<file path="config.mk">
export PLATFORM = sky130hd
export DESIGN_NAME = ffsr_spike_tx
export DESIGN_NICKNAME = d
export VERILOG_FILES = /design/src/rtl/ffsr_spike_tx.sv
export SDC_FILE = /design/constraint.sdc
export NUM_CORES = 1
export LEC_CHECK = 0
export BUFFER_PORTS_ARGS = -buffer_cell sky130_fd_sc_hd__buf_4
export CORE_MARGIN = 8
export CORE_UTILIZATION = 40
export CTS_CLUSTER_DIAMETER = 80
export DETAILED_ROUTE_END_ITERATION = 12
export PLACE_DENSITY = 0.63
export SLEW_MARGIN = 10
export SYNTH_ARGS = -nofsm -noshare
export SYNTH_HDL_FRONTEND = slang
export SYNTH_SLANG_ARGS = --single-unit
export TNS_END_PERCENT = 10
</file>
<file path="constraint.sdc">
create_clock -name clk -period 3.6 [get_ports clk]
set_clock_uncertainty 0.2 [all_clocks]
set_input_delay 0.18 -clock clk [delete_from_list [all_inputs] [get_ports clk]]
set_output_delay 0.18 -clock clk [all_outputs]
set_load 0.005 [all_outputs]
</file>
<file path="src/rtl/ffsr_spike_tx.sv">
// Spike-train transmitter for spike-encoded FFSR counters.
// Turns a signed delta into |delta| high-to-low spikes on inc_spk (delta>0)
// or dec_spk (delta<0). Both lines idle high; every output is registered.
module ffsr_spike_tx #(
  parameter int INPUT_SIZE  = 8,
  parameter int LOW_CYCLES  = 1,
  parameter int HIGH_CYCLES = 1
) (
  input  logic                  clk,
  input  logic                  rst,
  input  logic                  start,
  input  logic [INPUT_SIZE-1:0] delta,
  input  logic                  abort,
  output logic                  ready,
  output logic                  done,
  output logic                  inc_spk,
  output logic                  dec_spk,
  output logic [INPUT_SIZE-1:0] remaining
);

  localparam int MAX_CYC = (LOW_CYCLES > HIGH_CYCLES) ? LOW_CYCLES : HIGH_CYCLES;
  localparam int PW      = $clog2(MAX_CYC) + 1;

  localparam logic [PW-1:0]         LOW_LAST  = PW'(LOW_CYCLES - 1);
  localparam logic [PW-1:0]         HIGH_LAST = PW'(HIGH_CYCLES - 1);
  localparam logic [PW-1:0]         PH_ONE    = PW'(1);
  localparam logic [INPUT_SIZE-1:0] ONE       = INPUT_SIZE'(1);
  localparam logic [INPUT_SIZE-1:0] ZERO      = '0;

  typedef enum logic [1:0] {S_IDLE, S_LOW, S_HIGH, S_DONE} state_t;

  state_t                  state;
  logic                    dir;    // 0: increment line, 1: decrement line
  logic [PW-1:0]           phase;
  logic [INPUT_SIZE-1:0]   mag;
  logic                    neg;

  // Magnitude modulo 2^INPUT_SIZE, so the most-negative value maps to 2^(N-1).
  assign neg = delta[INPUT_SIZE-1];
  assign mag = neg ? ((~delta) + ONE) : delta;

  // Train sequencer: IDLE -> (LOW -> HIGH)* -> DONE -> IDLE, abort returns to IDLE.
  always_ff @(posedge clk or posedge rst) begin
    if (rst) begin
      state     <= S_IDLE;
      inc_spk   <= 1'b1;
      dec_spk   <= 1'b1;
      ready     <= 1'b1;
      done      <= 1'b0;
      remaining <= ZERO;
      dir       <= 1'b0;
      phase     <= '0;
    end else begin
      done <= 1'b0;
      if (state != S_IDLE && abort) begin
        // A LOW cut short still delivered its falling edge; just go quiet.
        state     <= S_IDLE;
        inc_spk   <= 1'b1;
        dec_spk   <= 1'b1;
        ready     <= 1'b1;
        remaining <= ZERO;
        phase     <= '0;
      end else begin
        unique case (state)
          S_IDLE: begin
            if (start && ready && !abort) begin
              dir       <= neg;
              remaining <= mag;
              phase     <= '0;
              ready     <= 1'b0;
              if (mag != ZERO) begin
                state   <= S_LOW;
                inc_spk <= neg;
                dec_spk <= !neg;
              end else begin
                state <= S_DONE;
                done  <= 1'b1;
              end
            end
          end
          S_LOW: begin
            if (phase == LOW_LAST) begin
              phase   <= '0;
              inc_spk <= 1'b1;
              dec_spk <= 1'b1;
              state   <= S_HIGH;
              if (remaining != ZERO) remaining <= remaining - ONE;
            end else begin
              phase <= phase + PH_ONE;
            end
          end
          S_HIGH: begin
            if (phase == HIGH_LAST) begin
              phase <= '0;
              if (remaining != ZERO) begin
                state   <= S_LOW;
                inc_spk <= dir;
                dec_spk <= !dir;
              end else begin
                state <= S_DONE;
                done  <= 1'b1;
              end
            end else begin
              phase <= phase + PH_ONE;
            end
          end
          S_DONE: begin
            state <= S_IDLE;
            ready <= 1'b1;
          end
          default: state <= S_IDLE;
        endcase
      end
    end
  end

endmodule
</file>
==> metrics.md, run 1 <==
| Metric | Value |
|---|---|
| Status | `finished clean` |
| Critical Path Start | `state[0]$_DFFE_PP0P_` |
| Final wirelength | `3330 µm` |
| Post-synth ARST share | `100%` |
| Mean post-synth cell area | `slightly below 9 µm²` |
| Reg2reg start | `state[0]$_DFFE_PP0P_` |
| DR iter-0 viols | `~110` |
| Sum Neg Setup Slack | `0 ns` |
| Vias per Instance | `between 5 and 6` |
| Synth Cell Area | `1350 µm²` |
| Via count | `1281` |
| GR Util All Layers | `about an eighth` |
| Hpwl dp | `2570 µm` |
| Share of layout cells above drive strength 1 | `24.4%` |
| CTS tree | `done` |
| Io pins | `24` |
| Die X | `74.0 µm` |
| Synth warn | `0` |
| Fmax | `0.344 GHz` |
| Synth Flop Type | `dfrtp_1` |
| Leak | `0.663 nW` |
| Starting density of the core | `41.0%` |
| Fin crit share | `80.8%` |
| First-pass GRT wire length | `approximately 5300 µm` |
| Core area | `3280 µm²` |
| Power per standard cell area | `roughly 680 nW/µm²` |
| Fin cells | `222` |
| First-pass detailed-route iteration total | `4` |
| Fin. Hold Viols | `0` |
| Clk_lat worst skew | `0.29 ns` |
| Layout Area Growth over Synthesis | `17.8%` |
| Required @ worst endpoint | `3.58 ns` |
| Die Ht | `74.0 µm` |
| Register bit total from synthesis | `15` |
| Final nets | `just under 200` |
| Unrepaired setup endpoints after global routing | `no` |
| Synth unique cells | `57` |
| Gr ovfl total | `0` |
| Routed WL per cell | `15.0 µm` |
| CTS max path bufs | `2` |
| Kind of critical path | `reg -> reg` |
| DRC Markers | `0` |
| Worst-case vdd ir drop | `0.387 mV` |
| Hold Path Origin | `delta[0]` |
| Finish-stage setup viols | `0` |
| Die area | `between 5000 and 6000 µm²` |
| Root buffer cell | `clkbuf_4` |
| Worst EP arrival | `2.89 ns` |
| Largest net degree at the start of global routing | `20` |
| Worst slew pin tran | `approximately 0.67 ns` |
| Dpl cells | `216` |
| Buffers on Ports | `23` |
| Total Power | `0.00107 W` |
| Vias in the first global route | `1197` |
| N_diodes | `0` |
| Clk slew on worst S/H paths | `0.09 ns` |
| Critical path startpoint category | `flop` |
| DRT antenna net count | `0` |
| Htree depth | `1` |
| Cell count after synthesis | `~160` |
| Slew headroom | `55.0%` |
| Peak fanout along the critical path | `12` |
| Routability cong. | `roughly 0.86` |
| Fin crit period | `~2.9 ns` |
| Critical path capture point type | `flop` |
| Sequential area share after synthesis | `28.2%` |
| # Max-Cap Violations | `0` |
| Worst Hold Class | `in -> reg` |
| CTS buffer count | `3` |
| Post-synth EDFFs | `0` |
| Post-CTS Setup Inserts | `0` |
| Total clock sinks | `15` |
| Final slew viol count | `0` |
| Syn nets | `173` |
| Initial antenna violation count | `0` |
| Std cell rows | `21` |
==> flip-flops by register name (all words and copies together), names as in the netlist <==
register and flops:
ready 1, remaining 8, dir 1, dec_spk 1, done 1, inc_spk 1
state 2
==> logic make-up after synthesis <==
family / count (synthesis) / synth area share [%]
buf+inv: 21 / 6.69
fa+ha+maj: 6 / 5.58
mux: 4 / 3.25
simple gates: 49 / 22.1
compound gates: 55 / 30.9
xor+xnor: 5 / 3.25
flops: 15 / 28.2
==> what timing repair did <==
item                                   4_1_cts  5_1_grt
resized for setup                            0        0
hold buffers                                 2        0
endpoints found under the hold margin       13        0
==> Yosys cell counts, types with 3 or more instances <==
| cell | count | share of area [%] |
|---|---|---|
| dfrtp_1 | 12 | 22 |
| inv_1 | 12 | 3.3 |
| nor2_1 | 12 | 3.3 |
| o21ai_0 | 12 | 4.5 |
| nand2_1 | 7 | 2.0 |
| ha_1 | 6 | 5.6 |
| a21oi_1 | 5 | 1.9 |
| clkbuf_1 | 5 | 1.4 |
| nor2b_1 | 4 | 1.9 |
| nor4_1 | 4 | 1.9 |
| a22o_1 | 3 | 2.0 |
| buf_2 | 3 | 1.1 |
| dfstp_2 | 3 | 5.9 |
| mux2_2 | 3 | 2.5 |
| nand2b_1 | 3 | 1.4 |
| nand3b_1 | 3 | 1.7 |
| o31ai_1 | 3 | 1.7 |
| xnor2_1 | 3 | 2.0 |
==> path summary, 6_finish.rpt <==
kind                                       endpoint  slack [ns]  depth (start not counted)
min in group asynchronous      state[0]$_DFFE_PP0P_        0.32                          3
setup reg to reg           remaining[3]$_DFFE_PP0P_        0.69                          7
setup / recovery           remaining[3]$_DFFE_PP0P_        0.69                          7
hold reg to reg            remaining[7]$_DFFE_PP0P_        0.34                          1
max in group asynchronous  remaining[6]$_DFFE_PP0P_        2.50                          3
hold / removal             remaining[0]$_DFFE_PP0P_        0.03                          3
==> power by group <==
group | switching (W) | internal (W)
sequential | 0.0000940 | 0.000251
combinational | 0.000328 | 0.000299
clock | 0.0000571 | 0.0000431
==> cell type report <==
type                    instances  area, µm²
clock buffers                   4       26.3
multi-input cells             119        877
fillers                       329       1700
repair buffers                 26        200
inverters                      12       45.0
well taps                      46       57.6
flip-flops and latches         15        379
==> routing by layer <==
metal | track usage [%] | wire, µm | up-vias
li1 | - | - | 631
met1 | 13.6 | 1410 | 607
met2 | 21.3 | 1660 | 35
met3 | 3.37 | 168 | 8
met4 | 4.21 | 86 | 0
met5 | 0 | 0 | -
==> worst max-delay path: stages (launching register included) <==
cell and delay [ns]:
dfrtp_1 0.46, inv_1 0.13, ha_1 0.36, and2b_1 0.30, nand2b_1 0.28, o21ai_1 0.61, nor2_1 0.19, a22o_1 0.26
==> metrics by stage <==
step / hold WS (ns) / worst slack [ns] / cell area [µm²] / utilization [%]
6_report: 0.0279 / 0.692 / 1590 / 48.3
5_1_grt: 0.0363 / 0.438 / 1590 / 48.3
4_1_cts: 0.0340 / 0.735 / 1590 / 48.3
3_5_place_dp: 0.0930 / 0.760 / 1540 / 46.9
3_3_place_gp: 0.0815 / 0.903 / 1540 / 46.9
2_1_floorplan: -0.121 / 1.35 / 1350 / -
==> layout by cell type, fill, tap and decap left out, types with 4 or more instances in the layout <==
| cell type | count |
|---|---|
| dfrtp_1 | 12 |
| nor2b_1 | 4 |
| buf_4 | 24 |
| nor2_1 | 12 |
| a21oi_1 | 5 |
| o21ai_0 | 12 |
| nor4_1 | 4 |
| inv_1 | 12 |
| ha_1 | 6 |
| nand2_1 | 7 |
(Power assumes the default switching activity.)
==> run 2: changes to the inputs <==
Settings changed: PLACE_DENSITY 0.63 to 0.66.
Clock period 3.6 ns to 2.35 ns, I/O delays scaled along.
==> metrics.md, run 2 (same netlist as run 1, synthesis figures left out) <==
| Metric | Value |
|---|---|
| Kind of critical path | `reg -> reg` |
| Routability cong. | `0.877` |
| Worst EP arrival | `2.26 ns` |
| Commonest cells after routing, fill and taps aside | `buf_4 (35), inv_1 (12), nor2_1 (12), o21ai_0 (12), dfrtp_1 (12)` |
| Crit path buffers/inverters | `2` |
| Commonest non-fill, non-tap cell in the layout | `buf_4` |
| Htree depth | `1` |
| CTS tree | `done` |
| # Max-Cap Violations | `0` |
| Fin. Hold Viols | `0` |
| GR Util All Layers | `13.0%` |
| Required @ worst endpoint | `2.38 ns` |
| Final slew viol count | `0` |
| Fin crit share | `95.1%` |
| R2R depth | `8` |
| Total clock sinks | `15` |
| CTS buffer count | `3` |
| Dpl cells | `between 200 and 250` |
| Biggest register | `remaining` |
| DRT antenna net count | `0` |
| Power per standard cell area | `1050 nW/µm²` |
| Largest net degree at the start of global routing | `16` |
| Fin cells | `234` |
| Clk slew on worst S/H paths | `0.09 ns` |
| Finished layout cell area | `between 1500 and 2000 µm²` |
| Initial antenna violation count | `0` |
| DR iter-0 viols | `137` |
| First-pass GRT wire length | `5680 µm` |
| Placed cell area | `1620 µm²` |
| Critical path cell sequence | `inv_1 > ha_1 > and2b_1 > nand2b_1 > o21ai_1 > buf_4 > a2111oi_0 > a21o_1` |
| Post-CTS Setup Inserts | `0` |
| Critical path capture point type | `flop` |
| Buffers on Ports | `23` |
| Clk_lat worst skew | `0.29 ns` |
| Fin crit period | `2.23 ns` |
| Routed WL per cell | `15.0 µm` |
| Vias per Instance | `5.62` |
| Vias in the first global route | `1229` |
| Share of layout cells above drive strength 1 | `28.7%` |
| Peak fanout along the critical path | `12` |
| Fin util | `51.1%` |
| First-pass detailed-route iteration total | `4` |
| Root buffer cell | `clkbuf_4` |
| Die Ht | `between 70 and 80 µm` |
| DRC Markers | `0` |
| Fill cells | `305` |
| PnR worst setup slack | `0.116 ns` |
| Critical path startpoint category | `flop` |
| CTS max path bufs | `2` |
| Final wirelength | `3500 µm` |
| Std cell rows | `21` |
| Starting density of the core | `41.0%` |
| Die area | `5480 µm²` |
| N_diodes | `0` |
| Fmax | `approximately 0.45 GHz` |
| Cell depth of the worst hold path | `2` |
| Die X | `74.0 µm` |
| Top Family by Delay on Critical Path | `compound AO/OA/AOI/OAI gates` |
| Slew headroom | `about 60%` |
| Via count | `1314` |
| WP depth | `8` |
| Hpwl dp | `2690 µm` |
| Io pins | `24` |
| Area of the multi-input gates | `just under 900 µm²` |
| Gr ovfl total | `0` |
| CP max stage delay | `0.46 ns` |
| Max reg flops | `8` |
| Layout Area Growth over Synthesis | `24.6%` |
| Slowest-stage cell, CP | `dfrtp_1` |
| Worst slew pin tran | `0.593 ns` |
| Sum Neg Setup Slack | `0 ns` |
| Status | `finished clean` |
| Worst Hold Class | `in -> reg` |
| Register area | `379 µm²` |
| Pre-CTS setup slack | `0.114 ns` |
| Core area | `3280 µm²` |
| Biggest regs | `remaining: 8 flops, state: 2 flops` |
| Worst-case vdd ir drop | `0.391 mV` |
| Finish-stage setup viols | `0` |
| Leak | `~0.7 nW` |
| Unrepaired setup endpoints after global routing | `no` |
| Final nets | `207` |
==> run 2: per-layer routing <==
layer  share of wire, %  track usage [%]  vias to the layer above
li1                   -                -                      650
met5                  0                0                        -
met3                5.7             2.16                        4
met4                1.4             6.65                        0
met1                 45             16.8                      626
met2                 48             20.2                       34
==> run 2: through the flow <==
| step | total power (W) | hold WS (ns) |
|---|---|---|
| final | 0.00176 | 0.0137 |
| after global routing | 0.00190 | 0.00983 |
| after CTS | 0.00176 | 0.00358 |
| after detailed placement | 0.00160 | 0.0215 |
| after global placement | 0.00156 | 0.0198 |
| after floorplan | 0.00116 | -0.183 |
==> run 2: timing repair <==
| item | in CTS | in global routing |
|---|---|---|
| resized for setup | 0 | 0 |
| endpoints found under the hold margin | 16 | 0 |
| hold buffers | 3 | 0 |
==> run 2: power breakdown <==
part	switching [W]	leakage [nW]	total [W]	internal [W]
sequential	0.000113	0.186	0.000497	0.000384
combinational	0.000559	0.520	0.00111	0.000550
clock	0.0000872	0.0150	0.000153	0.0000660
total	0.000759	0.721	0.00176	0.00100
==> run 2: worst register-to-register path: cells and delay by family (launching register included) <==
kind	cells	cell delay, ns
AND/OR/NAND/NOR	2	0.38
buffers and inverters	2	0.30
flip-flops	1	0.46
adder cells (fa/ha/maj)	1	0.28
AO/OA/AOI/OAI	3	0.55
==> run 2: worst paths after layout <==
path / from / to / slack [ns]
worst max-delay path: state[0]$_DFFE_PP0P_ / remaining[1]$_DFFE_PP0P_ / 0.12
worst min-delay path: delta[7] / dir$_DFFE_PP0P_ / 0.01
worst max register to register: state[0]$_DFFE_PP0P_ / remaining[1]$_DFFE_PP0P_ / 0.12
worst min register to register: remaining[7]$_DFFE_PP0P_ / remaining[7]$_DFFE_PP0P_ / 0.33
max in group asynchronous: rst / remaining[0]$_DFFE_PP0P_ / 1.32
min in group asynchronous: rst / done$_DFF_PP0_ / 0.25
==> run 2: cell type report <==
type	instances	share of cell area, %
Inverter	12	2.68
Timing Repair Buffer	38	17.4
Tap cell	46	3.43
Clock buffer	4	1.57
Multi-Input combinational cell	119	52.3
Sequential cell	15	22.6
